==> src/rtl/factor_pkg.sv <==
// Shared FSM state encoding and factorisation mode constants for factor_streamer.
package factor_pkg;

  typedef enum logic [1:0] {
    ST_IDLE   = 2'd0,
    ST_DIVIDE = 2'd1,
    ST_EMIT   = 2'd2,
    ST_FINISH = 2'd3
  } state_t;

  localparam logic MODE_ALL   = 1'b0;
  localparam logic MODE_PRIME = 1'b1;

endpackage

==> src/rtl/trial_divider.sv <==
// Repeated-subtraction datapath: remainder r and quotient q for the current trial divisor.
module trial_divider #(
  parameter int WIDTH = 8
) (
  input  logic             clk,
  input  logic             reset,
  input  logic             load,
  input  logic [WIDTH-1:0] load_value,
  input  logic             step,
  input  logic [WIDTH:0]   divisor,
  output logic [WIDTH-1:0] r,
  output logic [WIDTH-1:0] q,
  output logic             ge,
  output logic             r_zero
);

  // One extra bit so a divisor equal to 2^WIDTH still compares correctly.
  assign ge     = ({1'b0, r} >= divisor);
  assign r_zero = (r == {WIDTH{1'b0}});

  always_ff @(posedge clk) begin
    if (reset) begin
      r <= {WIDTH{1'b0}};
      q <= {WIDTH{1'b0}};
    end else if (load) begin
      r <= load_value;
      q <= {WIDTH{1'b0}};
    end else if (step && ge) begin
      r <= r - divisor[WIDTH-1:0];
      q <= q + WIDTH'(1);
    end else begin
      r <= r;
      q <= q;
    end
  end

endmodule

==> src/rtl/factor_streamer.sv <==
// Streams the divisors (mode 0) or prime factors (mode 1) of a number by trial division,
// ending every list with one marker beat that carries the residual cofactor.
module factor_streamer
  import factor_pkg::*;
#(
  parameter  int WIDTH   = 8,
  parameter  int DIV_MAX = 19,
  localparam int DIV_W   = $clog2(DIV_MAX + 2)
) (
  input  logic             clk,
  input  logic             reset,
  input  logic             in_valid,
  output logic             in_ready,
  input  logic [WIDTH-1:0] in_number,
  input  logic             in_mode,
  input  logic             abort,
  output logic             out_valid,
  input  logic             out_ready,
  output logic [DIV_W-1:0] out_divisor,
  output logic             out_last,
  output logic [WIDTH-1:0] out_cofactor,
  output logic             busy
);

  state_t           state;
  logic [WIDTH-1:0] n;
  logic             mode;
  logic [DIV_W-1:0] d;
  logic [DIV_W-1:0] d_inc;
  logic [WIDTH:0]   d_ext;
  logic [WIDTH-1:0] r;
  logic [WIDTH-1:0] q;
  logic             ge;
  logic             r_zero;
  logic             dv_load;
  logic [WIDTH-1:0] dv_value;
  logic             dv_step;

  function automatic logic term_check(input logic [WIDTH-1:0] num,
                                      input logic [DIV_W-1:0] div,
                                      input logic             md);
    logic [WIDTH:0] num_x;
    logic [WIDTH:0] div_x;
    logic           hit;
    num_x = (WIDTH+1)'(num);
    div_x = (WIDTH+1)'(div);
    hit   = (div_x > (WIDTH+1)'(DIV_MAX));
    if (md == MODE_ALL) begin
      hit = hit | ((num != {WIDTH{1'b0}}) && (div_x > num_x));
    end else begin
      hit = hit | (num_x <= (WIDTH+1)'(1));
    end
    return hit;
  endfunction

  assign d_inc = d + DIV_W'(1);
  assign d_ext = (WIDTH+1)'(d);

  trial_divider #(.WIDTH(WIDTH)) u_div (
    .clk        (clk),
    .reset      (reset),
    .load       (dv_load),
    .load_value (dv_value),
    .step       (dv_step),
    .divisor    (d_ext),
    .r          (r),
    .q          (q),
    .ge         (ge),
    .r_zero     (r_zero)
  );

  // Datapath reload/step requests; reloads mirror the FSM transitions below.
  always_comb begin
    dv_load  = 1'b0;
    dv_value = n;
    dv_step  = 1'b0;
    if (!reset && !abort) begin
      case (state)
        ST_IDLE: begin
          if (in_valid) begin
            dv_load  = 1'b1;
            dv_value = in_number;
          end else begin
            dv_load = 1'b0;
          end
        end
        ST_DIVIDE: begin
          if (ge) begin
            dv_step = 1'b1;
          end else if (!r_zero) begin
            dv_load = 1'b1;
          end else begin
            dv_load = 1'b0;
          end
        end
        ST_EMIT: begin
          if (out_ready) begin
            dv_load  = 1'b1;
            dv_value = (mode == MODE_PRIME) ? q : n;
          end else begin
            dv_load = 1'b0;
          end
        end
        default: begin
          dv_load = 1'b0;
        end
      endcase
    end else begin
      dv_load = 1'b0;
    end
  end

  // Control FSM; in prime mode the quotient becomes the new number and d is retried.
  always_ff @(posedge clk) begin
    if (reset) begin
      state <= ST_IDLE;
      n     <= {WIDTH{1'b0}};
      mode  <= MODE_ALL;
      d     <= DIV_W'(2);
    end else if (abort) begin
      state <= ST_IDLE;
    end else begin
      case (state)
        ST_IDLE: begin
          if (in_valid) begin
            n     <= in_number;
            mode  <= in_mode;
            d     <= DIV_W'(2);
            state <= term_check(in_number, DIV_W'(2), in_mode) ? ST_FINISH : ST_DIVIDE;
          end
        end
        ST_DIVIDE: begin
          if (!ge) begin
            if (r_zero) begin
              state <= ST_EMIT;
            end else begin
              d     <= d_inc;
              state <= term_check(n, d_inc, mode) ? ST_FINISH : ST_DIVIDE;
            end
          end
        end
        ST_EMIT: begin
          if (out_ready) begin
            if (mode == MODE_PRIME) begin
              n     <= q;
              state <= term_check(q, d, mode) ? ST_FINISH : ST_DIVIDE;
            end else begin
              d     <= d_inc;
              state <= term_check(n, d_inc, mode) ? ST_FINISH : ST_DIVIDE;
            end
          end
        end
        ST_FINISH: begin
          if (out_ready) begin
            state <= ST_IDLE;
          end
        end
        default: begin
          state <= ST_IDLE;
        end
      endcase
    end
  end

  assign in_ready     = (state == ST_IDLE) && !abort;
  assign busy         = (state != ST_IDLE);
  assign out_valid    = (state == ST_EMIT) || (state == ST_FINISH);
  assign out_last     = (state == ST_FINISH);
  assign out_divisor  = (state == ST_EMIT) ? d : {DIV_W{1'b0}};
  assign out_cofactor = ((state == ST_FINISH) && (mode == MODE_PRIME)) ? n : {WIDTH{1'b0}};

endmodule

==> config.mk <==
export PLATFORM = sky130hd
export DESIGN_NAME = factor_streamer
export DESIGN_NICKNAME = d
export VERILOG_FILES = /design/src/rtl/factor_pkg.sv /design/src/rtl/trial_divider.sv /design/src/rtl/factor_streamer.sv
export SDC_FILE = /design/constraint.sdc
export NUM_CORES = 1
export LEC_CHECK = 0
export ABC_AREA = 1
export CORE_MARGIN = 10
export CORE_UTILIZATION = 35
export CTS_CLUSTER_SIZE = 20
export DETAILED_ROUTE_END_ITERATION = 10
export GPL_ROUTABILITY_DRIVEN = 0
export PLACE_DENSITY = 0.53
export SYNTH_ARGS = -nofsm -noshare
export SYNTH_HDL_FRONTEND = slang
export SYNTH_SLANG_ARGS = --single-unit
==> constraint.sdc <==
create_clock -name clk -period 5.2 [get_ports clk]
set_clock_uncertainty 0.2 [all_clocks]
set_input_delay 1.04 -clock clk [delete_from_list [all_inputs] [get_ports clk]]
set_output_delay 1.04 -clock clk [all_outputs]
set_load 0.03 [all_outputs]
==> metrics.yaml <==
drc: 0
worst_slew_margin_rel_pct: 62.72
power.total_w: 0.0007615
rsz0062_at_grt: "false"
hp-class: "reg2reg"
ys.warnings.count: 0
rrSetupSlack_ps: 2450
path_buf_inv: 2
synthAdderAreaFrac_pct: 10.09
synth_common_cells: "87 x nand2_1, 56 x inv_1, 37 x nor2_1, 32 x dfxtp_1, 29 x o21ai_0"
ff2ff_path_depth: 11
finalCriticalPeriod_ps: 3634
via_per_inst: 5.080
numClockSinks: 32
cts_tree: "yes"
dpl-instance-area_sq_um: 2808
nNetsFinal: 437
grt_pass1_wl_mm: 11.76
worstSetupEndpointType: "output pin"
clkTransAtPathRegs_ps: 70
slew_viol_final: 0
clock_path_buffers: 2
hold_path.startpoint: "u_div.q[1]"
dr.first_iter.drc_count: 118
syn2layout_area_growth_pct: 20.07
drive_above_1_share_pct: 5.926
cts_buffers: 5
syn_inst: 371
clk_latency_ps: 290
ys_ff_latch: 32
synth_nets: 404
synth_edf_count: 0
rr_startpoint: "d[3]"
synth.area.mux_share_pct: 0
critPathRequiredTime_ps: 3960
synth_top_area_share_pct: 26.35
grt.busiest_layer: "met2"
die_x_microns: 103.3
final_area_sq_um: 2919
max-cap-violations: 0
clockRootBuffer: "clkbuf_8"
rows: 30
ant_nets: 0
ys.flop_type: "dfxtp_1"
status: "finished clean"
min_to: "u_div.q[1]"
post-cts-setup-buffer-count: 0
path_max_fanout: 5
critPathMaxStageDelay_ps: 680
coreArea_sq_um: 6756
finalSetupViolCount: 0
io_pins: 31
crit_top_cell: "clkdlybuf4s50_1"
grtUsageMet2_pct: 23.68
wl_per_cell_microns: 14.85
diodes: 0
yosys.area.top_type: "dfxtp_1"
max_freq_mhz: 275.2
p_leak_nw: 1.285
crit_arrival_ps: 2390
io_buffers: 30
grt.overflow.total: 0
criticalPathCategory: "in2out"
crit_slowest_cell: "clkdlybuf4s50_1"
route.vias.total: 2464
synthXorXnorAreaFrac_pct: 2.882
synthArstFlopShare_pct: 0
fin_crit_sh_pct: 69.88
htree_num_levels: 2
synth-compound-area-share_pct: 18.63
initial_core_util_pct: 35.98
worstHoldPathCells: 2
antenna_found_initial: 0
track_usage_pct: 14.06
grt_pass1_vias: 2415
synth.most_common_cell: "nand2_1"
netlist_top_cells_area: "dfxtp_1 26%, nand2_1 13%, ha_1 9.3%, inv_1 8.6%, o21ai_0 6.0%"
crit_path_start: "abort"
synth.distinct_cells: 42
ys_seq_area_share_pct: 26.35
met1_usage_pct: 17.54
synth_top_family_by_area: "simple AND/OR/NAND/NOR gates"
worst_pin_slew_ps: 557.1
totalWireLength_mm: 7.201
irDropWorstVdd_uv: 102.5
finalHoldViolations: 0
rr_endpoint: "u_div.q[7]"
syn_area_sq_um: 2431
avgSynthCellArea_sq_um: 6.553
path_cells: "clkdlybuf4s50_1 > nor2_1 > clkdlybuf4s50_1"
setup_tns_ps: 0
dr.pass1.iters: 4
cp-start-kind: "primary input"
ctsHoldBuffers: 0
post_cts_resized: 0
crit_family: "buffers and inverters"
grt_start_max_net_pins: 15
dp_hpwl_mm: 5.869
synth_simple_gate_area_share_pct: 32.01
use_met3_pct: 2.990
die_y_microns: 103.3
power.density_nw_per_um2: 260.9
die-area_sq_um: 10680
-- flip-flops by register name (all words and copies together) (netlist names) --
name,count
n,8
d,5
u_div.r,8
mode,1
state,2
u_div.q,8
-- power by group --
part | internal, W | switching (W)
logic | 0.0000896 | 0.000153
registers | 0.000258 | 0.0000168
clock network | 0.000142 | 0.000103
-- worst max-delay path by stage --
stage | endpoint | slack [ps] | cells after the start
global route | in_ready | 1510 | 3
floorplan | in_ready | 2510 | 1
global placement | in_ready | 1560 | 3
detailed placement | u_div.q[7] | 1490 | 8
CTS | in_ready | 1560 | 3
finish | in_ready | 1570 | 3
-- final cells by class --
type | count | area [sq um]
clock buffers | 5 | 68.82
clock inverters | 3 | 42.54
fillers | 732 | 3837
inverters | 58 | 220.2
multi-input cells | 277 | 1546
flip-flops and latches | 32 | 640.6
well taps | 80 | 100.1
repair buffers | 30 | 300.3
-- worst register-to-register path, stage by stage (launching register included) --
cell,delay (ps)
dfxtp_1,410
inv_1,110
ha_1,380
a21oi_2,180
o21ai_2,90
a21oi_2,180
nand2_2,130
o211ai_4,310
nand2_4,160
nand2_1,270
o21bai_1,160
a21oi_1,50
-- stage by stage --
step | hold slack [ps] | util, % | instances | worst slack [ps]
after detailed placement | 280.0 | 41.56 | 477 | 1491
after floorplan | 256.3 | - | 371 | 2507
after CTS | 291.1 | 43.20 | 485 | 1555
final | 283.8 | 43.20 | 485 | 1566
after global routing | 316.4 | 43.20 | 485 | 1505
after global placement | 271.0 | 41.56 | 477 | 1564
-- kinds of logic (layout without fill, tap and decap cells) --
family          after synthesis  in the layout
xor+xnor                      8              8
flops                        32             32
compound gates               76             76
simple gates                174            174
buf+inv                      62             96
fa+ha+maj                    19             19
-- layer usage --
| metal | vias up | wire length, microns |
|---|---|---|
| li1 | 1280 | - |
| met1 | 1131 | 3261 |
| met2 | 42 | 3514 |
| met3 | 11 | 323 |
| met4 | 0 | 102 |
| met5 | - | 0 |
-- cell usage in the layout, fill, tap and decap left out, types with 2 or more instances in the layout --
cell and instances:
nor3_1 3, inv_1 56, nand4_1 5, nand2_1 87, o221ai_1 2, o21ai_2 2
a31oi_1 2, clkbuf_8 5, xor2_1 7, o21ai_1 4, nor2_1 37, nand3_1 23
clkdlybuf4s50_1 30, o21ai_0 29, or2_1 2, nor4_1 5, ha_1 18, a21oi_1 22
nand2_2 3, dfxtp_1 32, o211ai_1 6, o21a_1 2, a21oi_2 3
No activity file was read; power rests on OpenSTA's default activity.
==> patch: new RTL, same flow settings <==
Add an input register stage for `in_mode`, with the module's reset; this delays it by one clock. The other inputs are not delayed to match.
--- a/src/rtl/factor_streamer.sv
+++ b/src/rtl/factor_streamer.sv
@@ -21,6 +21,16 @@
   output logic [WIDTH-1:0] out_cofactor,
   output logic             busy
 );
+
+  logic in_mode_q;
+
+  always_ff @(posedge clk) begin
+    if (reset) begin
+      in_mode_q <= '0;
+    end else begin
+      in_mode_q <= in_mode;
+    end
+  end
 
   state_t           state;
   logic [WIDTH-1:0] n;
@@ -124,9 +134,9 @@
         ST_IDLE: begin
           if (in_valid) begin
             n     <= in_number;
-            mode  <= in_mode;
+            mode  <= in_mode_q;
             d     <= DIV_W'(2);
-            state <= term_check(in_number, DIV_W'(2), in_mode) ? ST_FINISH : ST_DIVIDE;
+            state <= term_check(in_number, DIV_W'(2), in_mode_q) ? ST_FINISH : ST_DIVIDE;
           end
         end
         ST_DIVIDE: begin
Formal check against the unedited RTL: not equivalent (a bounded check fails within 4 cycles, from zero or initial values and one cycle with reset high).
==> patch against the unedited design <==
- count of clock-buffer cells in the layout grew 2
- sequential cell count increased by 1
- register-to-register slack improved by 0.04 ns
- power increased by 1.2%
- synthesized cell count is 3.5% lower
- combinational power shrank 5%
- clock power is 6% higher
- setup slack improved by 0.051 ns
- area after synthesis increased by 1.2%
- final area up 2.1%
- final cell count up 0.82%
- wire length rose by 0.54%
- critical path type unchanged
- largest cell class unchanged
==> patch: results (changes against the unedited design) <==
drive_gt1_frac: 0.0738  # +0.0145
avgViaCountPerCell: 5.02  # -1.1%
cts-root-buf: "clkbuf_8"
grt_pass1_wl_um: 12000  # +2.3%
dp_slack_ns: 1.55  # +0.0558 ns
irDropWorstVdd_v: 0.0000975  # -4.9%
multi_input_area_share: 0.522  # -0.00754
syn_area_um2: 2460  # +1.2%
buf_share: 0.103  # +0.000403
synthXorXnorAreaFrac: 0.0249  # -0.00391
synthTopCellsByCount: "nand2_1 (76), inv_1 (55), nor2_1 (36), dfxtp_1 (33), o21ai_0 (23)"
cp.arrival_ns: 2.34  # -0.05 ns
inverters: 57  # -1.7%
clk_share: 0.0390  # +0.000894
slew-limit-headroom: 0.628  # +0.00112
reg2reg_from: "d[0]"
seq_share: 0.222  # +0.00220
nClkBuffers: 7  # +2
synth_fp_nets: 391  # -3.2%
met3_usage: 0.0235  # -0.00636
nFillCells: 730  # -0.27%
netlist-cell-type-count: 45  # +7.1%
seq_cells: 33  # +3.1%
instances_no_fill: 489  # +0.82%
drtIter0Drc: 216  # +83%
finalCritPeriodShare: 0.689  # -0.00986
use_met2: 0.225  # -0.0121
num-nonclk-buffers: 31  # +3.3%
yosys.area_share.adder: 0.0996  # -0.00123
yosysSeqAreaShare: 0.268  # +0.00492
hpwl_um: 5840  # -0.41%
r2r_cells: 12  # +1
internal-power_mw: 0.508  # +3.9%
synth_compound_area_frac: 0.205  # +0.0186
place_area_um2: 2860  # +2.0%
rrSetupSlack_ns: 2.49  # +0.04 ns
r2r-end: "u_div.r[3]"
grt.met1_usage: 0.171  # -0.00468
outcome: "finished, final reports clean"
cp-startpoint: "abort"
synthTopCellsByArea: "dfxtp_1 (27%), nand2_1 (12%), ha_1 (9.2%)"
whs_ns: 0.274  # -0.00933 ns
multi_input_gates: 264  # -4.7%
layout.nets: 425  # -2.7%
grt_util_all_layers: 0.134  # -0.00613
min_to: "u_div.q[7]"
avgSynthCellArea_um2: 6.87  # +4.9%
patch: changes by cell type in the layout (fill, tap and decap cells not counted), sizes merged, moves of 3 or more:
cell   delta
o22ai     +4
nor4      -3
nor3      +3
nand3     -4
nand2    -10
o21a      +4
a21oi     -4
o21ai     -8
patch: power groups by stage:
stage / registers (mW) / logic, mW / clock network (mW)
floorplan: 0.281 / 0.169 / 0
global placement: 0.286 / 0.231 / 0
detailed placement: 0.286 / 0.231 / 0
CTS: 0.281 / 0.232 / 0.265
global route: 0.282 / 0.259 / 0.273
finish: 0.280 / 0.231 / 0.259
patch: metal layers:
layer  share of wire  vias up
met4           0.014        0
met1            0.47     1138
met3           0.043        8
met2            0.47       58
li1                -     1253
met5               0        -
patch: critical path, stage by stage:
cell	delay [ns]
clkdlybuf4s50_1	0.49
nor2_1	0.13
clkdlybuf4s50_1	0.68
